### config.mk
export PLATFORM = sky130hd
export DESIGN_NAME = spike_scatter
export DESIGN_NICKNAME = d
export VERILOG_FILES = /design/src/rtl/spike_pkg.sv /design/src/rtl/spike_event_fifo.sv /design/src/rtl/spike_scatter.sv
export SDC_FILE = /design/constraint.sdc
export NUM_CORES = 1
export LEC_CHECK = 0
export BUFFER_PORTS_ARGS = -buffer_cell sky130_fd_sc_hd__buf_2
export CAP_MARGIN = 10
export CORE_MARGIN = 2
export CORE_UTILIZATION = 40
export DETAILED_ROUTE_END_ITERATION = 6
export GPL_TIMING_DRIVEN = 0
export PLACE_DENSITY = 0.73
export SYNTH_ARGS = -nofsm -noshare
export SYNTH_HDL_FRONTEND = slang
export SYNTH_SLANG_ARGS = --single-unit
### constraint.sdc
create_clock -name clk -period 2.8 [get_ports clk]
set_clock_uncertainty 0.05 [all_clocks]
set_input_delay 0.14 -clock clk [delete_from_list [all_inputs] [get_ports clk]]
set_output_delay 0.14 -clock clk [all_outputs]
set_load 0.05 [all_outputs]
### src/rtl/spike_pkg.sv
// rtl/spike_pkg.sv - shared widths, FSM encoding and event field helpers for spike_scatter
package spike_pkg;

    localparam int DEF_TEN_WIDTH  = 2;
    localparam int DEF_ID_WIDTH   = 7;
    localparam int DEF_EV_WIDTH   = DEF_TEN_WIDTH + DEF_ID_WIDTH;
    localparam int DROP_CNT_WIDTH = 8;

    typedef enum logic {
        S_IDLE  = 1'b0,
        S_WRITE = 1'b1
    } state_e;

    // Event layout is {value, neuron_id}, value in the upper bits.
    function automatic logic [DEF_ID_WIDTH-1:0] ev_id(input logic [DEF_EV_WIDTH-1:0] ev);
        return ev[DEF_ID_WIDTH-1:0];
    endfunction

    function automatic logic [DEF_TEN_WIDTH-1:0] ev_value(input logic [DEF_EV_WIDTH-1:0] ev);
        return ev[DEF_EV_WIDTH-1 -: DEF_TEN_WIDTH];
    endfunction

    function automatic logic [DEF_EV_WIDTH-1:0] ev_pack(input logic [DEF_TEN_WIDTH-1:0] value,
                                                        input logic [DEF_ID_WIDTH-1:0]  id);
        return {value, id};
    endfunction

endpackage

### src/rtl/spike_event_fifo.sv
// rtl/spike_event_fifo.sv - small sync event FIFO; push/pop only take effect while top_en is high
module spike_event_fifo #(
    parameter int DW = 9,
    parameter int AW = 2
) (
    input  logic          clk,
    input  logic          reset_l,
    input  logic          top_en,
    input  logic          push,
    input  logic [DW-1:0] wdata,
    input  logic          pop,
    output logic [DW-1:0] rdata,
    output logic          full,
    output logic          empty,
    output logic [AW:0]   level
);
    localparam int DEPTH = 2 ** AW;

    logic [DW-1:0] mem_q [DEPTH];
    logic [DW-1:0] mem_d [DEPTH];
    logic [AW:0]   wptr_q, wptr_d;
    logic [AW:0]   rptr_q, rptr_d;

    // Pointers carry one extra wrap bit so full and empty are distinguishable.
    assign full  = (wptr_q[AW] != rptr_q[AW]) && (wptr_q[AW-1:0] == rptr_q[AW-1:0]);
    assign empty = (wptr_q == rptr_q);
    assign level = wptr_q - rptr_q;
    assign rdata = mem_q[rptr_q[AW-1:0]];

    always_comb begin
        mem_d  = mem_q;
        wptr_d = wptr_q;
        rptr_d = rptr_q;
        if (top_en && push && !full) begin
            mem_d[wptr_q[AW-1:0]] = wdata;
            wptr_d                = wptr_q + (AW+1)'(1);
        end
        if (top_en && pop && !empty) begin
            rptr_d = rptr_q + (AW+1)'(1);
        end
    end

    always_ff @(posedge clk or negedge reset_l) begin
        if (!reset_l) begin
            mem_q  <= '{default: '0};
            wptr_q <= '0;
            rptr_q <= '0;
        end else begin
            mem_q  <= mem_d;
            wptr_q <= wptr_d;
            rptr_q <= rptr_d;
        end
    end

endmodule

### src/rtl/spike_scatter.sv
// rtl/spike_scatter.sv - buffers {value, id} spike events and scatters them into the per-neuron state vector
module spike_scatter
    import spike_pkg::*;
#(
    parameter int TEN_DATA_WIDTH  = DEF_TEN_WIDTH,
    parameter int NUM_NEURON      = 128,
    parameter int NEURON_ID_WIDTH = DEF_ID_WIDTH,
    parameter int FIFO_AW         = 2
) (
    input  logic                                      clk,
    input  logic                                      reset_l,
    input  logic                                      top_en,
    input  logic                                      clear,
    input  logic [3:0]                                bits_in_active_neuron,
    input  logic                                      ev_valid,
    output logic                                      ev_ready,
    input  logic [TEN_DATA_WIDTH+NEURON_ID_WIDTH-1:0] ev_data,
    output logic [TEN_DATA_WIDTH*NUM_NEURON-1:0]      spike_state,
    output logic                                      upd_valid,
    output logic [NEURON_ID_WIDTH-1:0]                upd_id,
    output logic [TEN_DATA_WIDTH-1:0]                 upd_value,
    output logic [DROP_CNT_WIDTH-1:0]                 drop_cnt,
    output logic [FIFO_AW:0]                          fifo_level,
    output logic                                      idle
);
    localparam int TEN = TEN_DATA_WIDTH;
    localparam int IDW = NEURON_ID_WIDTH;
    localparam int EVW = TEN + IDW;
    localparam int SW  = $clog2(TEN * NUM_NEURON);

    logic            fifo_full, fifo_empty, fifo_push, fifo_pop;
    logic [EVW-1:0]  fifo_rdata;
    logic [IDW:0]    limit;
    logic            in_range;
    logic [SW-1:0]   wr_base;

    state_e                      state_q, state_d;
    logic [IDW-1:0]              cur_id_q, cur_id_d;
    logic [TEN-1:0]              cur_val_q, cur_val_d;
    logic [TEN*NUM_NEURON-1:0]   spike_state_q, spike_state_d;
    logic                        upd_valid_q, upd_valid_d;
    logic [IDW-1:0]              upd_id_q, upd_id_d;
    logic [TEN-1:0]              upd_value_q, upd_value_d;
    logic [DROP_CNT_WIDTH-1:0]   drop_cnt_q, drop_cnt_d;

    assign ev_ready  = top_en & ~fifo_full;
    assign fifo_push = ev_valid & ev_ready;
    assign fifo_pop  = (state_q == S_IDLE) & ~fifo_empty;

    spike_event_fifo #(.DW(EVW), .AW(FIFO_AW)) u_fifo (
        .clk    (clk),
        .reset_l(reset_l),
        .top_en (top_en),
        .push   (fifo_push),
        .wdata  (ev_data),
        .pop    (fifo_pop),
        .rdata  (fifo_rdata),
        .full   (fifo_full),
        .empty  (fifo_empty),
        .level  (fifo_level)
    );

    // Out-of-band widths fall back to the smallest array (4 neurons).
    always_comb begin
        limit = (IDW+1)'(4);
        if (bits_in_active_neuron >= 4'd3 && int'(bits_in_active_neuron) <= IDW) begin
            limit = (IDW+1)'(1) << bits_in_active_neuron;
        end
    end

    assign in_range = ({1'b0, cur_id_q} < limit);
    assign wr_base  = SW'(TEN * int'(cur_id_q));

    always_comb begin
        state_d       = state_q;
        cur_id_d      = cur_id_q;
        cur_val_d     = cur_val_q;
        spike_state_d = spike_state_q;
        upd_valid_d   = 1'b0;
        upd_id_d      = upd_id_q;
        upd_value_d   = upd_value_q;
        drop_cnt_d    = drop_cnt_q;
        if (top_en) begin
            case (state_q)
                S_IDLE: begin
                    if (!fifo_empty) begin
                        cur_id_d  = fifo_rdata[IDW-1:0];
                        cur_val_d = fifo_rdata[EVW-1 -: TEN];
                        state_d   = S_WRITE;
                    end
                end
                S_WRITE: begin
                    state_d = S_IDLE;
                    // A coincident clear wins: the pending write is discarded outright.
                    if (!clear) begin
                        if (in_range) begin
                            spike_state_d[wr_base +: TEN] = cur_val_q;
                            upd_valid_d                   = 1'b1;
                            upd_id_d                      = cur_id_q;
                            upd_value_d                   = cur_val_q;
                        end else if (drop_cnt_q != '1) begin
                            drop_cnt_d = drop_cnt_q + DROP_CNT_WIDTH'(1);
                        end
                    end
                end
                default: state_d = S_IDLE;
            endcase
            if (clear) begin
                spike_state_d = '0;
                drop_cnt_d    = '0;
            end
        end
    end

    always_ff @(posedge clk or negedge reset_l) begin
        if (!reset_l) begin
            state_q       <= S_IDLE;
            cur_id_q      <= '0;
            cur_val_q     <= '0;
            spike_state_q <= '0;
            upd_valid_q   <= 1'b0;
            upd_id_q      <= '0;
            upd_value_q   <= '0;
            drop_cnt_q    <= '0;
        end else begin
            state_q       <= state_d;
            cur_id_q      <= cur_id_d;
            cur_val_q     <= cur_val_d;
            spike_state_q <= spike_state_d;
            upd_valid_q   <= upd_valid_d;
            upd_id_q      <= upd_id_d;
            upd_value_q   <= upd_value_d;
            drop_cnt_q    <= drop_cnt_d;
        end
    end

    assign spike_state = spike_state_q;
    assign upd_valid   = upd_valid_q;
    assign upd_id      = upd_id_q;
    assign upd_value   = upd_value_q;
    assign drop_cnt    = drop_cnt_q;
    assign idle        = fifo_empty & (state_q == S_IDLE);

endmodule

; Word level (Yosys, flattened, before mapping)
; Cells that the tools add are included.
[classes]
addsub = 5
order_cmp = 6
eq_ne = 5
shifts = 3
mux = 21
bitwise_logic = 10
reduce_logical = 16
[op_table]
columns = op, n
row1 = $mux W256, 3
row2 = $bwmux W256, 1
row3 = $shift A2 B10 Y256 const A, 1
row4 = $shiftx A2 B10 Y256, 1
row5 = $mux W8, 5
row6 = $bwmux W36, 1
row7 = $mux W9, 3
row8 = $bmux W9 S2, 1
row9 = $demux W9 S2, 1
row10 = $neg A8 Y10, 1
row11 = $add A8 B1 Y8 const B, 1
row12 = $lt A7 B8 Y1, 1
row13 = $ne A8 B8 Y1 const B, 1
row14 = $reduce_and A4 Y1, 2
row15 = $shl A1 B4 Y8 const A, 1
row16 = $logic_and A1 B1 Y1, 7
row17 = $add A3 B1 Y3 const B, 2
row18 = $ge A3 B3 Y1 const B, 2
row19 = $not A2 Y3, 2
row20 = $reduce_and A3 Y1, 2
row21 = $reduce_bool A2 Y1, 3
row22 = $mux W1, 5
row23 = $and A1 B1 Y1, 4
row24 = $ge A4 B2 Y1 const B, 1
row25 = other kinds (10), 14
[totals]
ff_bits = 326
inputBits = 18
output_inout_bits = 279

; Depth between registers and ports, before layout
[logic_depth]
depth_word = 8
mapped_depth = 13
depth_no_buf = 10

; Cells and area by module
; Synthesis repeated with hierarchy kept, for this count alone.
[unflattened]
hier_cells = 1299
hier_area_um2 = 15016.9
[by_module_without_submodules]
columns = module, instances, cells_each, area_each_um2
row1 = spike_scatter, 1, 1170, 12978.7
row2 = spike_event_fifo, 1, 129, 2038.2

; Worst setup path after synthesis
; OpenSTA, ideal clock, no wires.
[synth_timing]
path_kind = register to register
from = reg u_fifo.rptr_q[1]
to = reg u_fifo.mem_q[0] in the netlist's numbering
setup_ps = 125
arrival_time_ps = 2552
slack_ps = 74
path_stages_with_launch = 10
path_buffers = 2
cell_sequence = dfrtp_1 -> clkbuf_1 -> inv_1 -> ha_1 -> nand2_1 -> o21a_1 -> and2_1 -> clkbuf_1 -> nand2_1 -> mux2_2
[synth_via]
elab_chain_cells = 7
elab_cells_between_ends = 8
classes_between = eq/ne: 1 / bitwise: 3 / reduce/logical: 4
[synth_rtl]
columns = element, line
row1 = from (decl), spike_event_fifo.sv:22  ; logic [AW:0] rptr_q, rptr_d;
row2 = from (signal assigned), spike_event_fifo.sv:51  ; rptr_q <= rptr_d;
row3 = $eq A2 B2 Y1, spike_event_fifo.sv:25  ; assign full = (wptr_q[AW] != rptr_q[AW]) && (wptr_q[AW-1:0] == rptr_q[AW-1:0]);
row4 = $logic_and A1 B1 Y1, spike_event_fifo.sv:25
row5 = $not A1 Y1, spike_scatter.sv:46  ; assign ev_ready = top_en & ~fifo_full;
row6 = $and A1 B1 Y1, spike_scatter.sv:46
row7 = named net ev_ready, spike_scatter.sv:16  ; output logic ev_ready,
row8 = $and A1 B1 Y1, spike_scatter.sv:47  ; assign fifo_push = ev_valid & ev_ready;
row9 = $logic_and A1 B1 Y1 (2 in a row), spike_event_fifo.sv:34  ; if (top_en && push && !full) begin
row10 = to (signal assigned), spike_event_fifo.sv:49  ; mem_q <= mem_d;
row11 = to (decl), spike_event_fifo.sv:19  ; logic [DW-1:0] mem_q [DEPTH];
; The timed path passes the listed nets, and every way through them passes these cells.
; A chain may end at the register's enable or synchronous reset.

; Worst setup path in the final report
[layout_timing]
from = reg cur_id_q[4]
to = reg spike_state_q[142] (netlist: spike_state[142])
[layout_via]
elab_chain_cells = 6
elab_cells_between_ends = 10
classes_between = add/sub: 1 / order compare: 1 / shift: 2 / mux: 4 / reduce/logical: 2
[layout_rtl]
columns = element, line
row1 = from (decl), spike_scatter.sv:38  ; logic [IDW-1:0] cur_id_q, cur_id_d;
row2 = from (signal assigned), spike_scatter.sv:127  ; cur_id_q <= cur_id_d;
row3 = $neg A8 Y10, spike_scatter.sv:97  ; spike_state_d[wr_base +: TEN] = cur_val_q;
row4 = $shiftx A2 B10 Y256 or $shift A2 B10 Y256 (tied branches), spike_scatter.sv:97
row5 = $bwmux W256, spike_scatter.sv:97
row6 = $mux W256, spike_scatter.sv:96  ; if (in_range) begin
row7 = $mux W256, spike_scatter.sv:84  ; case (state_q)
row8 = $mux W256, spike_scatter.sv:108  ; if (clear) begin
row9 = to (signal assigned), spike_scatter.sv:129  ; spike_state_q <= spike_state_d;
row10 = to (decl), spike_scatter.sv:40  ; logic [TEN*NUM_NEURON-1:0] spike_state_q, spike_state_d;
; Several ways; a longest one is shown, not always the timed one. The select of a mux whose other input is x is not followed.

==> out/qor.yml <==
status:
  outcome: "finished clean"
worst_setup_path:
  path_cells: "buf_2 > or4_1 > a21oi_1 > nor2_1 > a32o_1"
  worstSetupEndpointType: "register"
  timing.critical_path.buf_inv: 1
  cp_slowest_cell: "a21oi_1"
  worstPathMaxFanout: 10
  critical_path.top_delay_family: "simple AND/OR/NAND/NOR gates"
  path_class: "reg2reg"
  cp_data_arrival_time_ns: 3.17
  start_kind: "register"
  crit_path_max_incr_delay_ns: 0.62
  required_ns: 3.18
  rrSetupSlack_ns: 0.01
clock_network:
  clk_latency_ns: 0.53
  cts.htree.levels: 2
  tritoncts: "built"
  numCtsBuffers: 37
  clk_path_buf_depth: 3
  cts_num_sinks: 326
  root_buffer: "clkbuf_16"
  clk_pin_slew_ns: 0.06
placement:
  place_area_sq_mm: 0.0174
  numPortBuffers: 294
  dp_hpwl_um: 41700
  gp_congestion: 0.936
  place_ws_ns: -1.37
sta:
  period_needed_ns: 2.79
  fin_crit_sh_pct: 99.6
  tightest_slew_ns: 0.917
  slew_headroom_pct: 38.6
  finalSetupViolCount: 0
  setup_tns_ns: 0
  drv_slew: 0
  finalWorstSetupSlack_ns: 0.0107
  timing.fmax_mhz: 359
  rsz0062_at_grt: "true"
  hold_viol_final: 0
synth:
  ys_seq_elements: 326
  ys_warn_count: 0
  syn-num-nets: 1444
  syn_inst: 1407
  ys.flop_type: "dfrtp_1"
  synth_area_per_cell_sq_um: 10.8
  async_flop_share_pct: 100
  ys_types: 71
  synth-edff-count: 0
  syn-cell-area_sq_mm: 0.0152
  yosysSeqAreaShare_pct: 53.7
floorplan:
  initial_utilization_pct: 40.5
  num_io_pins: 297
  die_y_um: 199
  core_area_sq_mm: 0.0375
  rows: 71
  die-area_sq_mm: 0.0395
  die_w_um: 199
grt:
  grt_pass1_wl_um: 83100
  grt_pass1_vias: 13600
  grt_max_degree: 125
  grt_overflow: 0
  gr-usage-all-layers_pct: 28.3
  antenna_found_initial: 1
power:
  p_per_area_mw_per_mm2: 916
  finalPower_w: 0.0177
  ir_drop_mv: 0.684
  cellLeakagePower_nw: 9.34
finish:
  syn2layout_area_growth_pct: 27.0
  drive_above_1_share_pct: 33.3
  final_area_sq_mm: 0.0193
  fin_nets: 1799
  fin_util_pct: 51.4
route:
  drtPass1Iterations: 6
  vias_per_cell: 5.98
  post-route-drc-count: 0
  drtIter0Drc: 1299
  final_antenna_net_count: 0
  wire_per_inst_um: 24.7
  drt-total-wl_um: 56700
  vias: 13700
hold_path:
  hold_path.class: "in2reg"
job:
  maxCapViolCount: 0
## layer usage
metal	GRT usage (%)	wire, um
met2	44.8	26100
met3	7.95	6200
met5	0	0
met4	11.3	2290
met1	36.6	22000
## kinds of logic after synthesis
family,synth area share [%]
and+or+nand+nor,15.3
AOI/OAI and AO/OA,15.0
muxes,10.2
DFF,53.7
adders and majority gates,1.62
xor gates and xnor gates,0.808
buffers and inverters,3.31
other,0.0247
## layout by cell type (no fill, tap or decap), drive strengths merged, types with 7 or more instances in the layout
| master | instances |
|---|---|
| buf | 340 |
| dfrtp | 326 |
| nand2 | 256 |
| clkbuf | 110 |
| nor2 | 85 |
| a32o | 84 |
| mux2i | 72 |
| o21ai | 59 |
| mux2 | 55 |
| a22o | 42 |
| nand3 | 40 |
| nor3 | 36 |
| a21oi | 23 |
| inv | 21 |
| and2 | 20 |
| a31o | 18 |
| ha | 18 |
| nor4 | 16 |
| o211ai | 14 |
| xnor2 | 13 |
| a31oi | 11 |
| dlygate4sd3 | 11 |
| and3 | 10 |
| mux4 | 9 |
| or3 | 9 |
| o22ai | 8 |
| clkinv | 8 |
| nand2b | 7 |
## per-stage QoR
| step | hold slack, ns | cells |
|---|---|---|
| detailed placement | 0.186 | 2214 |
| floorplan | -0.206 | 1407 |
| global route | 0.207 | 2298 |
| CTS | 0.143 | 2297 |
| finish | 0.161 | 2298 |
| global placement | 0.363 | 2212 |
## final timing paths
check	start	endpoint	cells past startpoint
setup / recovery	cur_id_q[4]$_DFFE_PN0P_	spike_state[142]$_DFFE_PN0P_	5
hold / removal	ev_valid	u_fifo.wptr_q[0]$_DFFE_PN0P_	4
setup reg to reg	cur_id_q[4]$_DFFE_PN0P_	spike_state[142]$_DFFE_PN0P_	5
hold reg to reg	spike_state[102]$_DFFE_PN0P_	spike_state[102]$_DFFE_PN0P_	2
max in group asynchronous	reset_l	spike_state[88]$_DFFE_PN0P_	3
min in group asynchronous	reset_l	spike_state[111]$_DFFE_PN0P_	2
## worst register-to-register path, cell delays in order (launching register included)
cell and delay [ns]:
dfrtp_1 0.44, buf_2 0.23, or4_1 0.60, a21oi_1 0.62
nor2_1 0.43, a32o_1 0.32
## state kept, by name (all words and copies together), names as in the netlist
register	cells
cur_val_q	2
u_fifo.mem_q	36
u_fifo.wptr_q	3
cur_id_q	7
upd_value	2
upd_valid	1
u_fifo.rptr_q	3
state_q	1
drop_cnt	8
spike_state	256
upd_id	7
## power by group
part | switching (W) | internal, W
combinational | 0.00516 | 0.00220
clock | 0.00198 | 0.00281
sequential | 0.000310 | 0.00520
## area by class of cell
cell class,instances,area (sq um)
inverters,21,81.3
fillers,3366,18200
clock inverters,11,138
flip-flops and latches,326,8160
diodes,1,2.50
repair buffers,319,1750
multi-input cells,967,6900
plain buffers,90,549
clock buffers,52,1050
well taps,511,639
## synthesized netlist by cell type (4+ instances only)
cell        n  area, sq um
a21oi_1    21          105
a22o_1     42          368
a31o_2     18          158
a31oi_1    11         68.8
a32o_1     84          841
and2_1     19          119
and3_1     10         62.6
buf_2      24          120
buf_6       4         45.0
clkbuf_1   57          214
dfrtp_1   326         8160
ha_1       18          225
inv_1      20         75.1
mux2_2     54          608
mux2i_1    72          721
mux4_2      9          203
nand2_1   256          961
nand2b_1    7         43.8
nand3_1    40          200
nand4_1     6         37.5
nor2_1     79          297
nor2_2      6         37.5
nor2b_1     6         37.5
nor3_1     26          130
nor3_2      9         90.1
nor4_1     16          100
o211ai_1   14          105
o21a_1      5         37.5
o21ai_0    54          270
o21ai_1     4         20.0
o22ai_1     8         50.1
o311ai_0    4         35.0
o31ai_1     6         45.0
or3_1       7         43.8
xnor2_1    13          114
## timing repair
action	CTS	global route
hold buffers	11	0
endpoints found under the hold margin	133	0
setup buffers	12	0
gates resized for setup	110	55
endpoints found under the setup margin	307	218
pin swaps	7	2
(Power assumes the default switching activity.)
